===== src/rtl/scan_mux_nx1.sv =====
`default_nettype none
// ============================================================================
//  Module      : scan_mux_nx1
//  Description : Registered N-channel, W-bit multiplexer with a select
//                register that is either loaded manually or advanced as a
//                round-robin scan. The selected channel is captured into a
//                registered output stage together with its channel index and
//                a valid flag.
//
//  Ports
//    clk         in   1               rising-edge clock
//    rst         in   1               asynchronous active-high reset
//    data_in     in   CHANNELS*WIDTH  channel k at [k*WIDTH +: WIDTH]
//    sel_in      in   SEL_W           manual channel index
//    sel_load    in   1               load sel_in into the select register
//    mode        in   1               0 = manual, 1 = scan
//    enable      in   1               sample selected channel, advance scan
//    dout        out  WIDTH           registered selected data
//    dout_ch     out  SEL_W           channel index that produced dout
//    dout_valid  out  1               dout/dout_ch updated this cycle
//    wrap        out  1               pulse with the sample of the last channel
//    sel_err     out  1               pulse after an out-of-range sel_in load
//
//  Revision    : 1.0  initial release
// ============================================================================
module scan_mux_nx1 #(
   parameter int WIDTH    = 2,
   parameter int CHANNELS = 4,
   parameter int SEL_W    = $clog2(CHANNELS)
) (
   input  logic                      clk,
   input  logic                      rst,
   input  logic [CHANNELS*WIDTH-1:0] data_in,
   input  logic [SEL_W-1:0]          sel_in,
   input  logic                      sel_load,
   input  logic                      mode,
   input  logic                      enable,
   output logic [WIDTH-1:0]          dout,
   output logic [SEL_W-1:0]          dout_ch,
   output logic                      dout_valid,
   output logic                      wrap,
   output logic                      sel_err
);

   // The mux is built over every code the select register could encode.
   // Codes at or above CHANNELS are tied to zero; sel never holds them, the
   // padding only keeps the index range clean for non-power-of-two counts.
   localparam int                NUM_SLOTS = 1 << SEL_W;
   localparam logic [SEL_W-1:0]  LAST_CH   = SEL_W'(CHANNELS - 1);
   localparam logic [SEL_W:0]    NUM_CH    = (SEL_W + 1)'(CHANNELS);

   logic [WIDTH-1:0] slot [NUM_SLOTS];

   logic [SEL_W-1:0] sel;
   logic [SEL_W-1:0] sel_next;
   logic             sel_in_ok;
   logic             load_ok;
   logic             load_bad;
   logic             advance;
   logic             at_last;

   genvar k;
   generate
      for (k = 0; k < NUM_SLOTS; k++) begin : g_slot
         if (k < CHANNELS) begin : g_used
            assign slot[k] = data_in[k*WIDTH +: WIDTH];
         end else begin : g_pad
            assign slot[k] = '0;
         end
      end
   endgenerate

   // One extra bit on the compare so CHANNELS == 2**SEL_W is representable.
   assign sel_in_ok = ({1'b0, sel_in} < NUM_CH);
   assign load_ok   = sel_load &  sel_in_ok;
   assign load_bad  = sel_load & ~sel_in_ok;

   // Any load request, valid or not, suppresses the scan step for that cycle.
   assign advance   = ~sel_load & mode & enable;
   assign at_last   = (sel == LAST_CH);

   always_comb begin
      sel_next = sel;
      if (load_ok) begin
         sel_next = sel_in;
      end else if (advance) begin
         sel_next = at_last ? '0 : sel + 1'b1;
      end
   end

   // Output stage samples with the select value in force before this edge,
   // so a load or scan step only affects the following sample.
   always_ff @(posedge clk or posedge rst) begin
      if (rst) begin
         sel        <= '0;
         dout       <= '0;
         dout_ch    <= '0;
         dout_valid <= 1'b0;
         wrap       <= 1'b0;
         sel_err    <= 1'b0;
      end else begin
         sel        <= sel_next;
         dout_valid <= enable;
         wrap       <= advance & at_last;
         sel_err    <= load_bad;
         if (enable) begin
            dout    <= slot[sel];
            dout_ch <= sel;
         end
      end
   end

endmodule
`default_nettype wire


===== config.mk =====
export PLATFORM = sky130hd
export DESIGN_NAME = scan_mux_nx1
export DESIGN_NICKNAME = d
export VERILOG_FILES = /design/src/rtl/scan_mux_nx1.sv
export SDC_FILE = /design/constraint.sdc
export NUM_CORES = 1
export LEC_CHECK = 0
export CORE_MARGIN = 2
export CORE_UTILIZATION = 28
export DETAILED_ROUTE_END_ITERATION = 8
export GPL_TIMING_DRIVEN = 0
export MAX_ROUTING_LAYER = met4
export PLACE_DENSITY = 0.56
export SETUP_SLACK_MARGIN = 0.4
export SLEW_MARGIN = 20
export SYNTH_ARGS = -nofsm -noshare
export SYNTH_HDL_FRONTEND = slang
export SYNTH_SLANG_ARGS = --single-unit
export TNS_END_PERCENT = 50

===== constraint.sdc =====
create_clock -name clk -period 1.7 [get_ports clk]
set_clock_uncertainty 0.05 [all_clocks]
set_input_delay 0.34 -clock clk [delete_from_list [all_inputs] [get_ports clk]]
set_output_delay 0.34 -clock clk [all_outputs]
set_load 0.005 [all_outputs]

* Yosys cells after proc, flatten, opt, wreduce, memory -nomap -nowiden *
Cells that the tools add are included.
W data, S select, Z words.

storage, ports and cells
  bits of input ports = 15
  logic and storage cells = 20
  output and inout port bits = 7
  bits in registers = 8

cells by class
  equal/unequal tests = 1
  bitwise operators = 5
  add/sub/neg operators = 1
  multiplexer cells = 6
  reduce and logical (&&, ||, !) cells = 1
  order comparisons = 1

operator list
  cell                   number
  $mux W2                5
  $bmux W2 S2            1
  $and A1 B1 Y1          3
  $ge A3 B3 Y1 const B   1
  $not A2 Y3             1
  $add A2 B1 Y2 const B  1
  $eq A2 B2 Y1 const B   1
  $reduce_bool A2 Y1     1
  $not A1 Y1             1

* Longest topological paths before layout *
Gate-level depths: netlist of run 1.

  depth in word-level cells = 5
  depth in mapped cells = 3
  mapped depth without buffers = 3

* Least setup slack after synthesis of run 1 *
OpenSTA, ideal clock, no wires.

  path kind = reg-to-reg
  start = reg sel[0]
  end = reg sel[1]
  data required time = 1526 ps
  path slack = 458 ps
  setup time = 124 ps
  clock period less this slack = 1242 ps
  buffers on the path = 0
  arrival time = 1068 ps
  cell stages (with the launch flop) = 4
  path through = dfrtp_1 > ha_1 > and3_1 > o31a_1

on the way
  longest elaborated chain between the ends = 4
  elaborated cells between the ends (all ways) = 5
  those cells by class = 1 x add/sub; 1 x eq/ne; 3 x mux

RTL lines
  element                                        RTL line  text
  start: declaration                             54        logic [SEL_W-1:0] sel;
  start signal: assignment                       102       sel <= sel_next;
  $add A2 B1 Y2 or $eq A2 B2 Y1 (tied branches)  87, 80
  $mux W2 (*)                                    87        sel_next = at_last ? '0 : sel + 1'b1;
  $mux W2 (*)                                    86        end else if (advance) begin
  $mux W2 (*)                                    84        if (load_ok) begin

Mark *: on every way between the ends. The rest lies on a longest branch, timed or not. The select of a mux whose other input is x is not followed.
A chain may end at the register's enable or synchronous reset.

* Worst setup path in the final report of run 1 *
Same ends and word-level chain as after synthesis.

==> flow_metrics.py, run 1 <==
metrics = {
    "run_status": {
        "status": "finished, final reports clean",
    },
    "global_route": {
        "track_usage": 0.110,
        "antenna_found_initial": 0,
        "grt_max_degree": 11,
        "grt_pass1_wl_mm": 1.48,
        "grt-ovfl-total": 0,
        "grt_pass1_vias": 326,
    },
    "placed_design": {
        "io_buffers": 20,
        "post-place-ws_ns": 0.160,
        "hpwl_um": 726,
        "place_congestion": 0.665,
    },
    "critical_path": {
        "criticalPathCategory": "register to register",
        "cp.arrival_ns": 1.37,
        "rr_endpoint": "sel[1]",
        "cp_max_fo": 2,
        "r2r_setup_slack_ns": 0.41,
        "cp-end-kind": "register",
        "startpoint": "sel[0]",
        "reg2reg_depth": 3,
        "crit-reg2reg-launch": "sel[0]",
        "crit_path_start_kind": "register",
        "worstPathRequired_ns": 1.79,
    },
    "power_and_ir_drop": {
        "p_comb_frac": 0.271,
        "p_per_area_mw_per_mm2": 739,
        "internal_power_uw": 381,
        "pwr-share-clk": 0.286,
        "seqPwrFrac": 0.444,
        "swShare": 0.247,
        "vdd_drop_max_uv": 334,
        "total_leakage_power_nw": 0.347,
        "switching_power_uw": 125,
    },
    "worst_hold_path": {
        "hold_path_class": "input port to asynchronous set/reset pin",
    },
    "clock_tree": {
        "cts_hold_buf": 0,
        "clk_latency_ns": 0.25,
        "numClockSinks": 8,
        "post_cts.repair.setup_buffers": 0,
        "cts_tree": "yes",
        "cts_root_buf": "clkbuf_4",
        "clk_path_buf_depth": 2,
        "cts_buffers": 3,
        "clk_pin_slew_ns": 0.06,
        "h-tree-depth": 1,
    },
    "timing": {
        "setup_viol": 0,
        "min_period_over_period": 0.757,
        "fin_crit_ns": 1.29,
        "drv_slew": 0,
        "rsz0062_at_grt": "yes",
        "tns_ns": 0,
        "worst_slack_ns": 0.413,
        "max_freq_ghz": 0.777,
        "finalHoldViolCount": 0,
    },
    "final_layout": {
        "diodes": 0,
        "final_layout_size_suffix_gt1_frac": 0.136,
        "seq_area_um2": 200,
        "area_delta_synth_final_pct": 56.4,
        "nNetsFinal": 77,
        "multi_input_area_um2": 199,
        "fillerInstances": 150,
    },
    "drt": {
        "drc": 0,
        "drtIter0Drc": 7,
        "wire_per_inst_um": 11.9,
        "ant_nets": 0,
        "routed_wl_um": 893,
        "drtPass1Iterations": 2,
        "vias_per_cell": 4.55,
        "dr_total_vias": 341,
    },
    "floorplan": {
        "core-area_mm2": 0.00149,
        "start_util": 0.293,
        "row_count": 14,
        "die_w_um": 43.5,
        "die_area_mm2": 0.00189,
        "die-height_um": 43.5,
        "ios": 22,
    },
    "synthesis": {
        "syn_area_um2": 437,
        "ys_ff_latch": 8,
        "synth_cell_type_count": 17,
        "synthTopCellsByCount": "dfrtp_1 (8), nand2b_1 (5), mux2i_1 (4)",
        "ys_seq_area_frac": 0.458,
        "synth.area.top_cells": "dfrtp_1 (46%), mux2i_1 (9.2%), nand2b_1 (7.2%), nor4bb_4 (5.7%), buf_6 (5.2%)",
        "synth_nets": 52,
        "synth.most_common_cell": "dfrtp_1",
        "synth_edf_count": 0,
        "syn_inst": 36,
        "syn_avg_cell_area_um2": 12.1,
        "synth_warnings": 0,
        "synth_flop_cell": "dfrtp_1",
        "synth.top_cell.area_share": 0.458,
        "async_reset_ff_frac": 1.00,
        "synth_top_area_cell": "dfrtp_1",
    },
    "flow_run": {
        "max-cap-violations": 0,
    },
}
[worst max-delay path by stage]
stage	to	slack, ns	depth (start not counted)
after floorplan	sel[1]	0.46	3
after global placement	sel[1]	0.15	4
after detailed placement	sel[1]	0.16	4
after CTS	dout_ch[0]	0.22	1
after global routing	sel[1]	0.37	3
final	sel[1]	0.41	3
[repair_timing]
action | 4_1_cts | 5_1_grt
gates resized for setup | 3 | 3
setup endpoints to repair | 6 | 7
pin swaps | 0 | 0
[state kept, by name, summed over array words and instances (netlist names)]
signal	count
dout	2
dout_ch	2
sel	2
dout_valid	1
wrap	1
[logic make-up after synthesis]
kind of cell,synth area share
buffers and inverters,0.0860
muxes,0.117
adders and majority gates,0.0286
AOI/OAI and AO/OA,0.126
other,0.00859
and+or+nand+nor,0.175
DFF,0.458
[cell usage in the layout (no fill, tap or decap), drive strengths merged]
master,count
dlygate4sd2,3
o31a,2
clkdlybuf4s50,14
dlymetal6s2s,3
conb,1
nand2,1
buf,3
o21ai,1
a21boi,2
o221ai,2
and4b,1
nor4bb,1
clkbuf,3
nand2b,5
dfrtp,8
mux2i,4
ha,1
inv,2
and3,1
mux2,1
[power by group through the flow]
| stage | sequential, mW | combinational (mW) | clock (mW) |
|---|---|---|---|
| 2_1_floorplan | 0.229 | 0.0669 | 0 |
| 3_3_place_gp | 0.228 | 0.148 | 0 |
| 3_5_place_dp | 0.229 | 0.148 | 0 |
| 4_1_cts | 0.225 | 0.141 | 0.150 |
| 5_1_grt | 0.227 | 0.150 | 0.160 |
| 6_report | 0.224 | 0.137 | 0.144 |
[per-layer routing]
layer	up-vias	part of all wire	global-route usage
met5	-	0	-
met4	0	0.0078	0.0545
met3	2	0.10	0.0375
met2	16	0.44	0.158
met1	148	0.45	0.138
li1	175	-	-
[critical path: stages, from the launching register on]
cell     delay [ns]
dfrtp_1        0.40
ha_1           0.29
and3_1         0.17
o31a_1         0.27
[through the flow]
stage / hold WS [ns] / std cells / util / cell area, um2 / total power, mW
2_1_floorplan: 0.106 / 36 / - / 437 / 0.296
3_3_place_gp: 0.433 / 72 / 0.441 / 657 / 0.376
6_report: 0.286 / 75 / 0.459 / 683 / 0.505
4_1_cts: 0.299 / 75 / 0.454 / 676 / 0.516
3_5_place_dp: 0.441 / 72 / 0.441 / 657 / 0.377
5_1_grt: 0.322 / 75 / 0.459 / 683 / 0.537
[final cells by class]
cell class / instances / share of cell area
Clock buffer: 3 / 0.0330
Sequential cell: 8 / 0.293
Multi-Input combinational cell: 23 / 0.291
Timing Repair Buffer: 20 / 0.299
Tap cell: 16 / 0.0293
Inverter: 2 / 0.0110
Buffer: 3 / 0.0440
Note: power is estimated with default switching activity, not from simulation.
==> run 2, diff against run 1 <==
==> constraint.sdc (replaced) <==
create_clock -name clk -period 1.2 [get_ports clk]
set_clock_uncertainty 0.05 [all_clocks]
set_input_delay 0.24 -clock clk [delete_from_list [all_inputs] [get_ports clk]]
set_output_delay 0.24 -clock clk [all_outputs]
set_load 0.005 [all_outputs]
==> run 2 against run 1 <==
Net effect: setup slack got worse by 0.41 ns; non-clock buffer count rose by 4; count of clock-buffer cells in the layout did not move; total power grew 49%; maximum frequency increased by 7.2%; largest cell class unchanged.
==> flow_metrics.py, run 2 (synthesis results as in run 1) <==
metrics = {
    "final_layout": {
        "area_delta_synth_final_pct": 62.5,
        "diodes": 0,
        "fillerInstances": 147,
        "final_cells": 79,
        "mostFrequentLayoutCell": "clkdlybuf4s50_1",
        "final_layout_size_suffix_gt1_frac": 0.349,
        "top_regs": "dout (2), dout_ch (2), sel (2)",
        "layout_common_cells": "clkdlybuf4s50_1 (13), dfrtp_1 (8), buf_2 (6)",
        "final_util": 0.476,
        "nNetsFinal": 81,
        "design_area_um2": 709,
    },
    "power_and_ir_drop": {
        "switching_power_uw": 189,
        "swShare": 0.251,
        "pwr-share-clk": 0.271,
        "p_per_area_mw_per_mm2": 1060,
        "seqPwrFrac": 0.423,
        "vdd_drop_max_uv": 586,
        "total_leakage_power_nw": 0.335,
        "p_total_uw": 754,
        "p_comb_frac": 0.305,
        "internal_power_uw": 565,
    },
    "timing": {
        "min_period_over_period": 1.00,
        "rsz0062_at_grt": "yes",
        "drv_slew": 0,
        "finalHoldViolCount": 0,
        "max_freq_ghz": 0.833,
        "setup_viol": 0,
        "tns_ns": 0,
        "holdWs_ns": 0.197,
        "fin_crit_ns": 1.20,
        "worst_slack_ns": 0.0000995,
    },
    "drt": {
        "wire_per_inst_um": 12.1,
        "routed_wl_um": 955,
        "dr_total_vias": 361,
        "ant_nets": 0,
        "drtIter0Drc": 0,
        "vias_per_cell": 4.57,
        "drc": 0,
        "drtPass1Iterations": 1,
    },
    "critical_path": {
        "criticalPathCategory": "register to register",
        "rr_endpoint": "sel[1]",
        "crit_path_start_kind": "register",
        "r2r_setup_slack_ns": 0.0001,
        "crit-reg2reg-launch": "sel[1]",
        "cp.arrival_ns": 1.29,
        "reg2reg_depth": 3,
        "cp-end-kind": "register",
        "cp_max_fo": 2,
        "worstPathRequired_ns": 1.29,
    },
    "floorplan": {
        "core-area_mm2": 0.00149,
        "die-height_um": 43.5,
        "start_util": 0.293,
        "ios": 22,
        "die_area_mm2": 0.00189,
        "row_count": 14,
        "die_w_um": 43.5,
    },
    "global_route": {
        "grt_pass1_vias": 348,
        "track_usage": 0.121,
        "grt-ovfl-total": 0,
        "antenna_found_initial": 0,
        "grt_max_degree": 11,
        "grt_pass1_wl_mm": 1.64,
    },
    "clock_tree": {
        "cts_root_buf": "clkbuf_4",
        "h-tree-depth": 1,
        "clk_latency_ns": 0.25,
        "clk_pin_slew_ns": 0.06,
        "clk_path_buf_depth": 2,
        "cts_hold_buf": 0,
        "numClockSinks": 8,
        "cts_buffers": 3,
        "cts_tree": "yes",
    },
    "run_status": {
        "status": "finished, final reports clean",
    },
    "placed_design": {
        "placed_cell_area_um2": 659,
        "hpwl_um": 709,
        "place_congestion": 0.643,
        "io_buffers": 20,
        "post-place-ws_ns": -0.246,
        "placedCellCount": 72,
    },
    "worst_hold_path": {
        "hold_path_class": "input port to asynchronous set/reset pin",
    },
    "flow_run": {
        "max-cap-violations": 0,
    },
}
## run 2: changes by cell type in the layout (fill, tap and decap cells not counted), moves of 2 or more
cell / previous run / this run
dlymetal6s2s_1: 3 / 0
buf_4: 1 / 4
buf_2: 0 / 6
dlygate4sd2_1: 3 / 1
## run 2: power by group through the flow
stage                     combinational [mW]  sequential, mW  clock, mW
final                                  0.230           0.319      0.205
after global routing                   0.258           0.323      0.226
after CTS                              0.219           0.320      0.212
after detailed placement               0.211           0.324          0
after global placement                 0.211           0.323          0
after floorplan                       0.0956           0.324          0
## run 2: critical path, stage by stage (launching register included)
cell and delay (ns):
dfrtp_1 0.41, ha_4 0.24, and3_4 0.15, o31a_1 0.23
## run 2: worst max path at each step
stage	from	end	slack (ns)	cells past startpoint
6_report	sel[1]	sel[1]	0.0001	3
5_1_grt	sel[1]	sel[1]	-0.04	3
4_1_cts	sel[0]	sel[1]	-0.01	3
3_5_place_dp	enable	sel[1]	-0.25	4
3_3_place_gp	enable	sel[1]	-0.25	4
2_1_floorplan	sel[1]	sel[1]	-0.02	3
## run 2: metal layers
| layer | wire (um) | GRT usage | part of all wire | up-vias |
|---|---|---|---|---|
| li1 | - | - | - | 180 |
| met1 | 450 | 0.164 | 0.47 | 163 |
| met2 | 394 | 0.158 | 0.41 | 16 |
| met3 | 103 | 0.0333 | 0.11 | 2 |
| met4 | 7 | 0.0727 | 0.0073 | 0 |
| met5 | 0 | - | 0 | - |
## run 2: timing repair
action	4_1_cts	5_1_grt
endpoints found under the setup margin	13	13
pin swaps	5	3
endpoints found under the hold margin	0	0
buffers inserted	2	2
resized for setup	31	1
gates cloned	0	0
## run 2: layout make-up
type | count | area, um2 | area share
Buffer | 3 | 30.0 | 0.0423
Inverter | 2 | 7.51 | 0.0106
Tap cell | 16 | 20.0 | 0.0282
Sequential cell | 8 | 200 | 0.282
Timing Repair Buffer | 24 | 203 | 0.286
Multi-Input combinational cell | 23 | 226 | 0.319
Clock buffer | 3 | 22.5 | 0.0317
==> run 3, diff against run 2 <==
--- a/config.mk
+++ b/config.mk
@@ -5,7 +5,6 @@
 export SDC_FILE = /design/constraint.sdc
 export NUM_CORES = 1
 export LEC_CHECK = 0
-export CORE_MARGIN = 2
 export CORE_UTILIZATION = 28
 export DETAILED_ROUTE_END_ITERATION = 8
 export GPL_TIMING_DRIVEN = 0
==> run 3 against run 2 <==
Net effect: register-to-register slack hardly changed; flip-flop and latch count stayed put; setup slack improved by 0.0035 ns; sequential power is essentially flat; critical path depth increased by 1; non-clock buffer count stayed put; global-route usage up 2.4 points; critical path type unchanged; largest power group unchanged; maximum frequency up 0.29%; final cell count fell by 1.3%; first-iteration DRC count is 4 higher.
==> flow_metrics.py, run 3 (synthesis results as in run 1) <==
metrics = {
    "global_route": {
        "antenna_found_initial": 0,
        "grt_pass1_wl_mm": 1.81,
        "grt_pass1_vias": 393,
        "track_usage": 0.145,
        "grt_max_degree": 11,
        "grt-ovfl-total": 0,
    },
    "drt": {
        "drtPass1Iterations": 4,
        "ant_nets": 0,
        "wire_per_inst_um": 13.0,
        "drtIter0Drc": 4,
        "dr_total_vias": 365,
        "routed_wl_mm": 1.01,
        "drc": 0,
        "vias_per_cell": 4.68,
    },
    "timing": {
        "worst_slack_ns": 0.00363,
        "drv_slew": 0,
        "fin_crit_ns": 1.20,
        "rsz0062_at_grt": "yes",
        "min_period_over_period": 0.997,
        "finalHoldViolCount": 0,
        "max_freq_ghz": 0.836,
        "setup_viol": 0,
    },
    "placed_design": {
        "post-place-ws_ns": -0.258,
        "io_buffers": 20,
        "hpwl_um": 793,
        "place_congestion": 0.690,
    },
    "clock_tree": {
        "clk_latency_ns": 0.25,
        "clk_path_buf_depth": 2,
        "cts_root_buf": "clkbuf_4",
        "cts_buffers": 3,
        "numClockSinks": 8,
        "h-tree-depth": 1,
        "clk_pin_slew_ns": 0.05,
        "cts_hold_buf": 0,
        "cts_tree": "yes",
    },
    "final_layout": {
        "mostFrequentLayoutCell": "clkdlybuf4s50_1",
        "final_layout_size_suffix_gt1_frac": 0.317,
        "final_util": 0.510,
        "fillerInstances": 128,
        "nNetsFinal": 81,
        "layout_common_cells": "clkdlybuf4s50_1 (13), dfrtp_1 (8), buf_2 (6)",
        "area_delta_synth_final_pct": 61.3,
        "top_regs": "dout (2), dout_ch (2), sel (2)",
        "diodes": 0,
    },
    "floorplan": {
        "die_w_um": 41.5,
        "ios": 22,
        "die-height_um": 41.5,
        "start_util": 0.316,
        "die_area_mm2": 0.00172,
        "core-area_mm2": 0.00138,
        "row_count": 13,
    },
    "critical_path": {
        "crit_path_start_kind": "register",
        "criticalPathCategory": "register to register",
        "worstPathRequired_ns": 1.28,
        "cpPeakStageDelay_ns": 0.41,
        "cp_cell_sequence": "buf_6 -> buf_8 -> a21boi_0 -> o31a_1",
        "cp-end-kind": "register",
        "cp.buffers_inverters": 2,
        "reg2reg_depth": 4,
        "cp.arrival_ns": 1.28,
        "worst-path-stages": 4,
        "slowest_stage": "dfrtp_1",
        "cp_max_fo": 7,
        "cp_top_family": "flip-flops",
    },
    "power_and_ir_drop": {
        "p_comb_frac": 0.308,
        "pwr-share-clk": 0.263,
        "p_per_area_mw_per_mm2": 1060,
        "swShare": 0.247,
        "total_leakage_power_nw": 0.336,
        "vdd_drop_max_uv": 694,
        "internal_power_uw": 562,
        "seqPwrFrac": 0.429,
        "switching_power_uw": 184,
    },
    "worst_hold_path": {
        "hold_path_class": "input port to asynchronous set/reset pin",
    },
    "flow_run": {
        "max-cap-violations": 0,
    },
    "run_status": {
        "status": "finished, final reports clean",
    },
}
-- run 3: power groups by stage --
stage	Combinational (mW)	Clock, mW	Sequential (mW)
after CTS	0.216	0.204	0.319
after global placement	0.205	0	0.322
after global routing	0.252	0.228	0.323
after floorplan	0.0956	0	0.324
after detailed placement	0.212	0	0.325
final	0.230	0.196	0.320
-- run 3: metrics by stage --
| stage | area, um2 | hold slack, ns | setup TNS [ns] | cells | total power, mW |
|---|---|---|---|---|---|
| 2_1_floorplan | 439 | 0.00566 | -0.0185 | 36 | 0.420 |
| 3_3_place_gp | 658 | 0.432 | -0.921 | 71 | 0.527 |
| 3_5_place_dp | 658 | 0.444 | -1.19 | 71 | 0.537 |
| 4_1_cts | 684 | 0.213 | -0.0104 | 77 | 0.739 |
| 5_1_grt | 704 | 0.237 | -0.0471 | 78 | 0.804 |
| 6_report | 704 | 0.199 | 0 | 78 | 0.746 |
-- run 3: final timing paths --
kind / endpoint / slack [ns] / start
hold reg to reg: dout[0] / 0.45 / dout[0]
setup reg to reg: sel[0] / 0.004 / sel[0]
min in group clk: dout_valid / 0.26 / enable
setup / recovery: sel[0] / 0.004 / sel[0]
hold / removal: dout_ch[0] / 0.20 / rst
max in group asynchronous: dout[0] / 0.66 / rst
-- run 3: repair_timing --
item,4_1_cts,5_1_grt
pin swaps,2,1
setup endpoints to repair,13,13
gates resized for setup,28,3
setup buffers,3,1
-- run 3: metal layers --
metal	track usage	vias to the layer above	part of all wire
li1	-	181	-
met1	0.153	168	0.45
met4	0.0774	0	0.016
met3	0.0522	2	0.049
met2	0.234	14	0.49
met5	-	-	0
-- run 3: cell type report --
type / instances / area, um2 / area share
Multi-Input combinational cell: 23 / 219 / 0.311
Timing Repair Buffer: 24 / 203 / 0.288
Sequential cell: 8 / 200 / 0.284
Buffer: 3 / 33.8 / 0.0480
Clock buffer: 3 / 22.5 / 0.0320
Tap cell: 15 / 18.8 / 0.0266
Inverter: 2 / 7.51 / 0.0107
